## src/rtl/ahb_uart_gen2.sv

```systemverilog
// ---------------------------------------------------------------------------
// ahb_uart_gen2 -- AHB-Lite slave UART with TX/RX FIFOs.
//
// Zero-wait-state AHB-Lite register block in front of an 8-bit UART with
// 16x oversampling, optional parity and one stop bit.
//
// Register map (haddr[3:2]):
//   0 DATA   W: push hwdata[7:0] to TX FIFO   R: pop RX FIFO (0 when empty)
//   1 STATUS [0] tx_full [1] tx_empty [2] rx_full [3] rx_empty
//            [4] overrun [5] parity_err [6] frame_err (sticky, W1C) [7] tx_busy
//   2 CTRL   [0] tx_en [1] rx_en [2] parity_en [3] parity_odd
//            [4] irq_rx_en [5] irq_tx_en
//   3 DIV    [15:0] baud divider, one tick every DIV+1 hclk cycles
//
// Ports:
//   hclk, hresetn              clock, asynchronous active-low reset
//   hsel_i .. hwdata_i         AHB-Lite slave inputs (hsize_i ignored)
//   hreadyout_o, hresp_o       tied ready / OKAY
//   hrdata_o                   read data, valid during read data phases
//   tx, rx                     serial line out / in (rx is asynchronous)
//   irq_o                      level interrupt
// ---------------------------------------------------------------------------
module ahb_uart_gen2 #(
  parameter int          AWIDTH    = 32,
  parameter int          DWIDTH    = 32,
  parameter int          DEPTH     = 16,
  parameter logic [15:0] DIV_RESET = 16'd26
) (
  input  logic              hclk,
  input  logic              hresetn,
  input  logic              hsel_i,
  input  logic              hwrite_i,
  input  logic              hready_i,
  input  logic [2:0]        hsize_i,
  input  logic [1:0]        htrans_i,
  input  logic [AWIDTH-1:0] haddr_i,
  input  logic [DWIDTH-1:0] hwdata_i,
  output logic              hreadyout_o,
  output logic              hresp_o,
  output logic [DWIDTH-1:0] hrdata_o,
  output logic              tx,
  input  logic              rx,
  output logic              irq_o
);

  localparam int PW = $clog2(DEPTH) + 1;
  localparam int AW = PW - 1;
  localparam logic [PW-1:0] PTR_WRAP = {1'b1, {AW{1'b0}}};

  localparam logic [1:0] A_DATA = 2'd0;
  localparam logic [1:0] A_STAT = 2'd1;
  localparam logic [1:0] A_CTRL = 2'd2;
  localparam logic [1:0] A_DIV  = 2'd3;

  typedef enum logic [2:0] {
    ST_IDLE, ST_START, ST_DATA, ST_PARITY, ST_STOP
  } uart_state_e;

  // Only word accesses exist, so size, the low address bits and the upper
  // write-data bits carry no information for this block.
  logic unused;
  assign unused = ^{hsize_i, htrans_i[0], haddr_i, hwdata_i};

  assign hreadyout_o = 1'b1;
  assign hresp_o     = 1'b0;

  // -------------------------------------------------------------------------
  // AHB address/data phase pipeline
  // -------------------------------------------------------------------------
  logic       dp_valid, dp_write;
  logic [1:0] dp_addr;

  // NOTE: clocked state is always assigned with <= so every flop samples
  // the pre-edge value of its inputs, regardless of statement order.
  always_ff @(posedge hclk or negedge hresetn) begin
    if (!hresetn) begin
      dp_valid <= 1'b0;
      dp_write <= 1'b0;
      dp_addr  <= 2'd0;
    end else begin
      dp_valid <= hsel_i & hready_i & htrans_i[1];
      if (hsel_i & hready_i & htrans_i[1]) begin
        dp_write <= hwrite_i;
        dp_addr  <= haddr_i[3:2];
      end
    end
  end

  logic wr_data, wr_stat, wr_ctrl, wr_div, rd_data;
  assign wr_data = dp_valid &  dp_write & (dp_addr == A_DATA);
  assign wr_stat = dp_valid &  dp_write & (dp_addr == A_STAT);
  assign wr_ctrl = dp_valid &  dp_write & (dp_addr == A_CTRL);
  assign wr_div  = dp_valid &  dp_write & (dp_addr == A_DIV);
  assign rd_data = dp_valid & ~dp_write & (dp_addr == A_DATA);

  // -------------------------------------------------------------------------
  // Control registers
  // -------------------------------------------------------------------------
  logic [5:0]  ctrl_q;
  logic [15:0] div_q;

  always_ff @(posedge hclk or negedge hresetn) begin
    if (!hresetn) begin
      ctrl_q <= 6'h03;
      div_q  <= DIV_RESET;
    end else begin
      if (wr_ctrl) ctrl_q <= hwdata_i[5:0];
      if (wr_div)  div_q  <= hwdata_i[15:0];
    end
  end

  // -------------------------------------------------------------------------
  // Baud divider: tick when the counter is 0, then reload from DIV
  // -------------------------------------------------------------------------
  logic [15:0] div_cnt;
  logic        tick;
  assign tick = (div_cnt == 16'd0);

  always_ff @(posedge hclk or negedge hresetn) begin
    if (!hresetn)  div_cnt <= 16'd0;
    else if (tick) div_cnt <= div_q;
    else           div_cnt <= div_cnt - 16'd1;
  end

  // -------------------------------------------------------------------------
  // FIFOs: extra pointer MSB distinguishes full from empty
  // -------------------------------------------------------------------------
  logic [7:0]    tx_mem [DEPTH];
  logic [7:0]    rx_mem [DEPTH];
  logic [PW-1:0] tx_wptr, tx_rptr, rx_wptr, rx_rptr;
  logic          tx_full, tx_empty, rx_full, rx_empty;
  logic          tx_push, tx_pop, rx_push, rx_pop;
  logic [7:0]    rx_shift;

  assign tx_empty = (tx_wptr == tx_rptr);
  assign tx_full  = ((tx_wptr ^ tx_rptr) == PTR_WRAP);
  assign rx_empty = (rx_wptr == rx_rptr);
  assign rx_full  = ((rx_wptr ^ rx_rptr) == PTR_WRAP);

  assign tx_push = wr_data & ~tx_full;
  assign rx_pop  = rd_data & ~rx_empty;

  // NOTE: FIFO storage has no reset; the pointers alone define validity, and
  // leaving the array reset-free lets it map onto plain RAM/register files.
  always_ff @(posedge hclk) begin
    if (tx_push) tx_mem[tx_wptr[AW-1:0]] <= hwdata_i[7:0];
    if (rx_push) rx_mem[rx_wptr[AW-1:0]] <= rx_shift;
  end

  always_ff @(posedge hclk or negedge hresetn) begin
    if (!hresetn) begin
      tx_wptr <= '0;
      tx_rptr <= '0;
      rx_wptr <= '0;
      rx_rptr <= '0;
    end else begin
      if (tx_push) tx_wptr <= tx_wptr + PW'(1);
      if (tx_pop)  tx_rptr <= tx_rptr + PW'(1);
      if (rx_push) rx_wptr <= rx_wptr + PW'(1);
      if (rx_pop)  rx_rptr <= rx_rptr + PW'(1);
    end
  end

  // -------------------------------------------------------------------------
  // Transmitter
  // -------------------------------------------------------------------------
  uart_state_e tx_state, tx_state_d;
  logic [3:0]  tx_tcnt;
  logic [2:0]  tx_bit;
  logic [7:0]  tx_shift;
  logic        tx_par, tx_bit_end, tx_busy;

  assign tx_bit_end = tick & (tx_tcnt == 4'd15);
  assign tx_pop     = (tx_state == ST_IDLE) & tick & ctrl_q[0] & ~tx_empty;
  assign tx_busy    = (tx_state != ST_IDLE);

  always_ff @(posedge hclk or negedge hresetn) begin
    if (!hresetn) tx_state <= ST_IDLE;
    else          tx_state <= tx_state_d;
  end

  // NOTE: every output of a combinational block gets a default first, so no
  // path through the case leaves it unassigned and no latch is inferred.
  always_comb begin
    tx_state_d = tx_state;
    tx         = 1'b1;
    unique case (tx_state)
      ST_IDLE:   if (tx_pop) tx_state_d = ST_START;
      ST_START: begin
        tx = 1'b0;
        if (tx_bit_end) tx_state_d = ST_DATA;
      end
      ST_DATA: begin
        tx = tx_shift[0];
        if (tx_bit_end && tx_bit == 3'd7)
          tx_state_d = ctrl_q[2] ? ST_PARITY : ST_STOP;
      end
      ST_PARITY: begin
        tx = tx_par;
        if (tx_bit_end) tx_state_d = ST_STOP;
      end
      ST_STOP:   if (tx_bit_end) tx_state_d = ST_IDLE;
      default:   tx_state_d = ST_IDLE;
    endcase
  end

  always_ff @(posedge hclk or negedge hresetn) begin
    if (!hresetn) begin
      tx_tcnt  <= 4'd0;
      tx_bit   <= 3'd0;
      tx_shift <= 8'd0;
      tx_par   <= 1'b0;
    end else if (tx_state == ST_IDLE) begin
      tx_tcnt <= 4'd0;
      tx_bit  <= 3'd0;
      if (tx_pop) begin
        tx_shift <= tx_mem[tx_rptr[AW-1:0]];
        tx_par   <= (^tx_mem[tx_rptr[AW-1:0]]) ^ ctrl_q[3];
      end
    end else if (tick) begin
      tx_tcnt <= tx_tcnt + 4'd1;
      if (tx_bit_end && tx_state == ST_DATA) begin
        tx_shift <= {1'b0, tx_shift[7:1]};
        tx_bit   <= tx_bit + 3'd1;
      end
    end
  end

  // -------------------------------------------------------------------------
  // Receiver: two-flop synchroniser plus one history flop for edge detect
  // -------------------------------------------------------------------------
  logic rx_s1, rx_s2, rx_s3;

  always_ff @(posedge hclk or negedge hresetn) begin
    if (!hresetn) begin
      rx_s1 <= 1'b1;
      rx_s2 <= 1'b1;
      rx_s3 <= 1'b1;
    end else begin
      rx_s1 <= rx;
      rx_s2 <= rx_s1;
      rx_s3 <= rx_s2;
    end
  end

  uart_state_e rx_state, rx_state_d;
  logic [3:0]  rx_tcnt;
  logic [2:0]  rx_bit;
  logic        rx_perr, rx_sample, rx_bit_end, rx_fall;
  logic        rx_done, rx_push_req;

  assign rx_fall    = rx_s3 & ~rx_s2;
  assign rx_sample  = tick & (rx_tcnt == 4'd7);
  assign rx_bit_end = tick & (rx_tcnt == 4'd15);

  // The frame ends at the stop-bit sample so a back-to-back start edge is
  // never missed while waiting out the second half of the stop bit.
  assign rx_done     = (rx_state == ST_STOP) & rx_sample;
  assign rx_push_req = rx_done & rx_s2;
  assign rx_push     = rx_push_req & (~rx_full | rx_pop);

  always_ff @(posedge hclk or negedge hresetn) begin
    if (!hresetn) rx_state <= ST_IDLE;
    else          rx_state <= rx_state_d;
  end

  always_comb begin
    rx_state_d = rx_state;
    unique case (rx_state)
      ST_IDLE:   if (ctrl_q[1] && rx_fall) rx_state_d = ST_START;
      ST_START: begin
        if (rx_sample && rx_s2) rx_state_d = ST_IDLE;   // glitch, not a start
        else if (rx_bit_end)    rx_state_d = ST_DATA;
      end
      ST_DATA:
        if (rx_bit_end && rx_bit == 3'd7)
          rx_state_d = ctrl_q[2] ? ST_PARITY : ST_STOP;
      ST_PARITY: if (rx_bit_end) rx_state_d = ST_STOP;
      ST_STOP:   if (rx_sample)  rx_state_d = ST_IDLE;
      default:   rx_state_d = ST_IDLE;
    endcase
  end

  always_ff @(posedge hclk or negedge hresetn) begin
    if (!hresetn) begin
      rx_tcnt  <= 4'd0;
      rx_bit   <= 3'd0;
      rx_shift <= 8'd0;
      rx_perr  <= 1'b0;
    end else if (rx_state == ST_IDLE) begin
      rx_tcnt <= 4'd0;
      rx_bit  <= 3'd0;
      rx_perr <= 1'b0;
    end else if (tick) begin
      rx_tcnt <= rx_tcnt + 4'd1;
      if (rx_state == ST_DATA && rx_sample)   rx_shift <= {rx_s2, rx_shift[7:1]};
      if (rx_state == ST_DATA && rx_bit_end)  rx_bit   <= rx_bit + 3'd1;
      if (rx_state == ST_PARITY && rx_sample) rx_perr  <= rx_s2 ^ (^rx_shift) ^ ctrl_q[3];
    end
  end

  // -------------------------------------------------------------------------
  // Sticky status flags: a hardware set wins over a same-cycle W1C
  // -------------------------------------------------------------------------
  logic ovr_q, perr_q, ferr_q;
  logic ovr_set, perr_set, ferr_set;

  assign ovr_set  = rx_push_req & rx_full & ~rx_pop;
  assign perr_set = rx_push_req & rx_perr;
  assign ferr_set = rx_done & ~rx_s2;

  always_ff @(posedge hclk or negedge hresetn) begin
    if (!hresetn) begin
      ovr_q  <= 1'b0;
      perr_q <= 1'b0;
      ferr_q <= 1'b0;
    end else begin
      ovr_q  <= ovr_set  | (ovr_q  & ~(wr_stat & hwdata_i[4]));
      perr_q <= perr_set | (perr_q & ~(wr_stat & hwdata_i[5]));
      ferr_q <= ferr_set | (ferr_q & ~(wr_stat & hwdata_i[6]));
    end
  end

  logic [7:0] status;
  assign status = {tx_busy, ferr_q, perr_q, ovr_q, rx_empty, rx_full, tx_empty, tx_full};

  always_ff @(posedge hclk or negedge hresetn) begin
    if (!hresetn) irq_o <= 1'b0;
    else          irq_o <= (ctrl_q[4] & ~rx_empty) | (ctrl_q[5] & tx_empty & ~tx_busy);
  end

  // -------------------------------------------------------------------------
  // Read data, driven only during a read data phase
  // -------------------------------------------------------------------------
  always_comb begin
    hrdata_o = '0;
    if (dp_valid && !dp_write) begin
      unique case (dp_addr)
        A_DATA: if (!rx_empty) hrdata_o[7:0] = rx_mem[rx_rptr[AW-1:0]];
        A_STAT: hrdata_o[7:0]  = status;
        A_CTRL: hrdata_o[5:0]  = ctrl_q;
        A_DIV:  hrdata_o[15:0] = div_q;
        default: hrdata_o = '0;
      endcase
    end
  end

endmodule
```

## config.mk

```make
export PLATFORM = sky130hd
export DESIGN_NAME = ahb_uart_gen2
export DESIGN_NICKNAME = d
export VERILOG_FILES = /design/src/rtl/ahb_uart_gen2.sv
export SDC_FILE = /design/constraint.sdc
export NUM_CORES = 1
export LEC_CHECK = 0
export CORE_MARGIN = 2
export CORE_UTILIZATION = 54
export CTS_BUF_LIST = sky130_fd_sc_hd__clkbuf_4 sky130_fd_sc_hd__clkbuf_8
export CTS_CLUSTER_DIAMETER = 150
export DETAILED_ROUTE_END_ITERATION = 10
export GPL_TIMING_DRIVEN = 1
export MAX_ROUTING_LAYER = met4
export PLACE_DENSITY = 0.78
export SYNTH_ARGS = -nofsm -noshare
export SYNTH_HDL_FRONTEND = slang
export SYNTH_SLANG_ARGS = --single-unit
```

## constraint.sdc

```tcl
create_clock -name hclk -period 6.56 [get_ports hclk]
set_input_delay 1.312 -clock hclk [delete_from_list [all_inputs] [get_ports hclk]]
set_output_delay 1.312 -clock hclk [all_outputs]
set_load 0.02 [all_outputs]
```

Yosys cells after proc, flatten, opt, wreduce, memory -nomap -nowiden
Memory sizes are Yosys's and may differ from the RTL's.
Cells that the tools add are included.

operators by class
  muxes and demuxes = 42
  equal/unequal tests = 30
  reductions and logical operators = 30
  bitwise operators = 56
  add/sub/neg operators = 9

operators with widths
  operator               number
  $mux 3                 18
  $mux 8                 6
  $and 1x1->1            34
  $mux 16                2
  $pmux 3 s5             2
  $pmux 6 s4             1
  $add 5x1->5 const B    4
  $ne 2x2->1 const B     9
  $logic_not 16->1       1
  $mux 4                 4
  $reduce_xor 8->1       2
  $sub 16x1->16 const B  1
  $eq 3x2->1 const B     4
  $eq 3x3->1 const B     4
  $not 1->1              12
  $eq 5x5->1             2
  $eq 5x5->1 const B     2
  $reduce_and 5->1       2
  $reduce_bool 2->1      5
  $xor 5x5->5            2
  $logic_and 1x1->1      9
  $add 4x1->4 const B    2
  $eq 4x4->1 const B     2
  $reduce_and 2->1       4
  other kinds (16)       33

storage, ports and cells
  flip-flop bits (word level) = 107
  output and inout bits = 36
  memories = 2
  bits in writable memories = 256

memories
  memory  words  bits a word  rd ports  clocked after Yosys merged registers in  write ports  RTL line  RTL
  rx_mem  16     8            1         0                                        1            129       logic [7:0] rx_mem [DEPTH];
  tx_mem  16     8            1         0                                        1            128       logic [7:0] tx_mem [DEPTH];

Depth between registers and ports, before layout
  depth in word-level cells = 8
  mapped depth = 13

Worst setup path before layout
Ideal clock, no wire load.

  kind = register to output
  start point = register rx_rptr[0]
  end point = output hrdata_o[7]
  buffers on the path = 2
  setup slack = 2.763 ns
  data arrival time = 2.485 ns
  cell stages (with the launch flop) = 9
  required time = 5.248 ns
  path through = dfrtp_1 > clkbuf_1 > buf_2 > mux4_2 > mux4_2 > a22oi_1 > nor2_1 > a31oi_1 > nor2_1

on the way
  cells in the longest elaborated chain, start to end = 4

ends and longest elaborated chain
  item                                               RTL line  RTL
  from (decl)                                        130       logic [PW-1:0] tx_wptr, tx_rptr, rx_wptr, rx_rptr;
  from (signal assigned)                             160       if (rx_pop) rx_rptr <= rx_rptr + PW'(1);
  $mem_v2 16x8 / $eq 5x5->1 (equally long branches)  n/a
  $mux 8 (*)                                         339       A_DATA: if (!rx_empty) hrdata_o[7:0] = rx_mem[rx_rptr[AW-1:0]];
  $pmux 2 s3 (*)                                     338       unique case (dp_addr)
  $mux 16 (*)                                        337       if (dp_valid && !dp_write) begin
  to (decl)                                          40        output logic [DWIDTH-1:0] hrdata_o,

Every way passes the cells marked *; elsewhere a longest branch is shown, timed or not.

Worst setup path after layout
  start point = register rx_rptr[1]
  end point = output hrdata_o[6]

Same word-level chain as after synthesis.

==> impl_metrics.yaml <==
synthesis:
  synth-seq-area-share_pct: 65.3
  yosys.area_share.simple_pct: 7.54
  synth_area_um2: 15900
  synth_top_family_by_area: "multiplexers"
  ys.flop_type: "edfxtp_1"
  async_flop_share_pct: 29.5
  postSynthAreaPerCell_um2: 15.6
  ys_seq_elements: 363
  syn_inst: 1018
  synth_xor_area_share_pct: 3.91
  synth-compound-area-share_pct: 4.04
  synthAdderAreaFrac_pct: 1.42
  synth_edf_count: 256
  synth.distinct_cells: 65
  synthMuxAreaShare_pct: 14.8
  yosysTopAreaCell: "edfxtp_1"
  synth_area_leaders: "edfxtp_1, dfrtp_1, mux4_2, mux2_2, xnor2_1"
  synth_top_area_share_pct: 48.3
  ys_warn_count: 0
worst_setup_path:
  start_kind: "flop"
  required_ns: 5.25
  critical_path_class: "flop to output pin"
  endpoint_kind: "output pin"
  critPathMaxFanout: 21
  arrival_ns: 3.96
grt:
  grt_remaining_overflow: 0
  grt_usage_pct: 22.0
  grt_pass1_wl_um: 50400
  grt_pass1_vias: 9016
  grt_start_max_net_pins: 70
  grt_antenna_before_repair: 0
finish:
  drive_gt1_share_pct: 21.8
  syn_to_final_growth_pct: 11.6
  utilization_pct: 61.5
  final_nets: 1175
  final_cell_mix: "edfxtp_1, dfrtp_1, mux4_2, nand2_1, clkbuf_8"
  n_antenna_cell: 0
  final_common_cell: "edfxtp_1"
clock_network:
  htree_levels: 2
  path_clk_slew_ns: 0.06
  cts-buffers-inserted: 55
  post-cts-setup-buffer-count: 0
  cts-resized-gates: 0
  hold_buffers: 0
  insertion_delay_ns: 0.61
  cts_tree: "done"
  clockBufferDepth: 3
  cts_sinks: 363
  cts_root_buf: "clkbuf_8"
routing:
  wl_um: 31700
  drt_iter0_markers: 754
  ant_nets: 0
  route.detailed.drc: 0
  wl_per_cell_um: 21.0
  dr.pass1.iters: 5
  vias: 8764
  drt-vias-per-instance: 5.82
floorplanning:
  start_util_pct: 55.1
  core-area_um2: 28900
  rows: 62
  ios: 111
  die_w_um: 176
  die_h_um: 176
  die-area_um2: 30800
placed_design:
  detailed_place_hpwl_um: 20400
  io_buffers: 42
  gp_congestion: 0.858
power_and_ir_drop:
  p_per_area_nw_per_um2: 277
  ir_worst_vdd_mv: 0.231
  power_leakage_uw: 0.00582
  fin_total_pwr_uw: 4910
timing:
  hold_viol_final: 0
  tns_ns: 0
  skew_ns: 0.0342
  slew_headroom_pct: 29.8
  drv_slew: 0
  rsz0062_at_grt: "no"
  post-route-min-period_ns: 5.28
  final-setup-viol-count: 0
  post-route-period-util_pct: 80.4
  fmax_ghz: 0.190
  tightest_slew_ns: 1.05
flow_run:
  max-cap-violations: 0
status:
  status: "completed"
min_path:
  hold_path_class: "flop to flop"
[worst max-delay path, cell delays in order (launching register included)]
cell and delay (ns):
dfrtp_1 0.98, buf_4 0.41, mux4_2 0.38, mux4_2 0.54, a22oi_1 0.18, nor2_1 0.05
a31oi_1 0.17, nor2_1 0.08, clkdlybuf4s50_1 0.56
[per-layer routing]
metal,GRT usage (%),wire length (µm)
met4,6.34,685
met1,29.8,13300
met3,3.20,1770
met2,35.4,15900
met5,-,0
[cell families after synthesis]
group                      count (synthesis)
other                                      2
buffers and inverters                     91
adders and majority gates                 18
AOI/OAI and AO/OA                         96
DFF                                      363
and+or+nand+nor                          235
xor gates and xnor gates                  71
muxes                                    142
[cell usage after synthesis (all sizes together) (2+ instances only)]
cell and instances:
a22o 7, nand3 14, xor2 24, buf 44, edfxtp 256, nor4 8
nand2 60, or3 5, nor2b 13, mux2 38, inv 20, nor3 24
o21ai 33, a221oi 3, conb 2, mux4 69, a211oi 14, or3b 2
nand2b 3, a22oi 5, a2111oi 2, nor2 55, nand4 16, and3 8
a31oi 2, xnor2 47, mux2i 35, ha 18, dfrtp 99, and2 12
dfstp 8, or4b 2, or2 5, clkbuf 27, a21oi 19, nor3b 4
[worst paths after layout]
path                                      end  cells after the start       start  slack (ns)
worst max-delay path              hrdata_o[6]                      8  rx_rptr[1]        1.28
worst min-delay path                    rx_s2                      0       rx_s1        0.36
worst max register to register  rx_mem[15][6]                      6  div_cnt[2]        2.84
worst min register to register          rx_s2                      0       rx_s1        0.36
max in group asynchronous            div_q[1]                      2     hresetn        4.58
min in group asynchronous         rx_shift[5]                      1     hresetn        0.82
[power by group]
part	internal (µW)	leakage [µW]	switching (µW)
Combinational	158	0.00182	182
Sequential	2560	0.00340	119
Clock	1050	0.000601	843
Total	3770	0.00582	1140
[stage by stage]
stage / hold WS [ns] / cells / cell area, µm² / worst slack [ns]
after floorplan: 0.345 / 1034 / 16000 / 2.76
after global placement: 0.347 / 1409 / 16600 / 1.91
after detailed placement: 0.347 / 1409 / 16600 / 1.86
after CTS: 0.356 / 1507 / 17800 / 1.20
after global routing: 0.359 / 1507 / 17800 / 1.08
final: 0.356 / 1507 / 17800 / 1.28
[sequential cells by signal, summed over array words and instances, names as in the netlist, 6 cells and up]
| name | count |
|---|---|
| rx_mem | 128 |
| tx_mem | 128 |
| div_cnt | 16 |
| div_q | 16 |
| rx_shift | 8 |
| tx_shift | 8 |
| ctrl_q | 6 |
[cell type report]
type                            count  area, µm²
Clock inverter                     21        185
Inverter                           20       75.1
Fill cell                        2112      11100
Clock buffer                       77        947
Timing Repair Buffer               62        568
Tap cell                          384        480
Multi-Input combinational cell    580       5120
Sequential cell                   363      10400
Note: power is estimated with default switching activity, not from simulation.
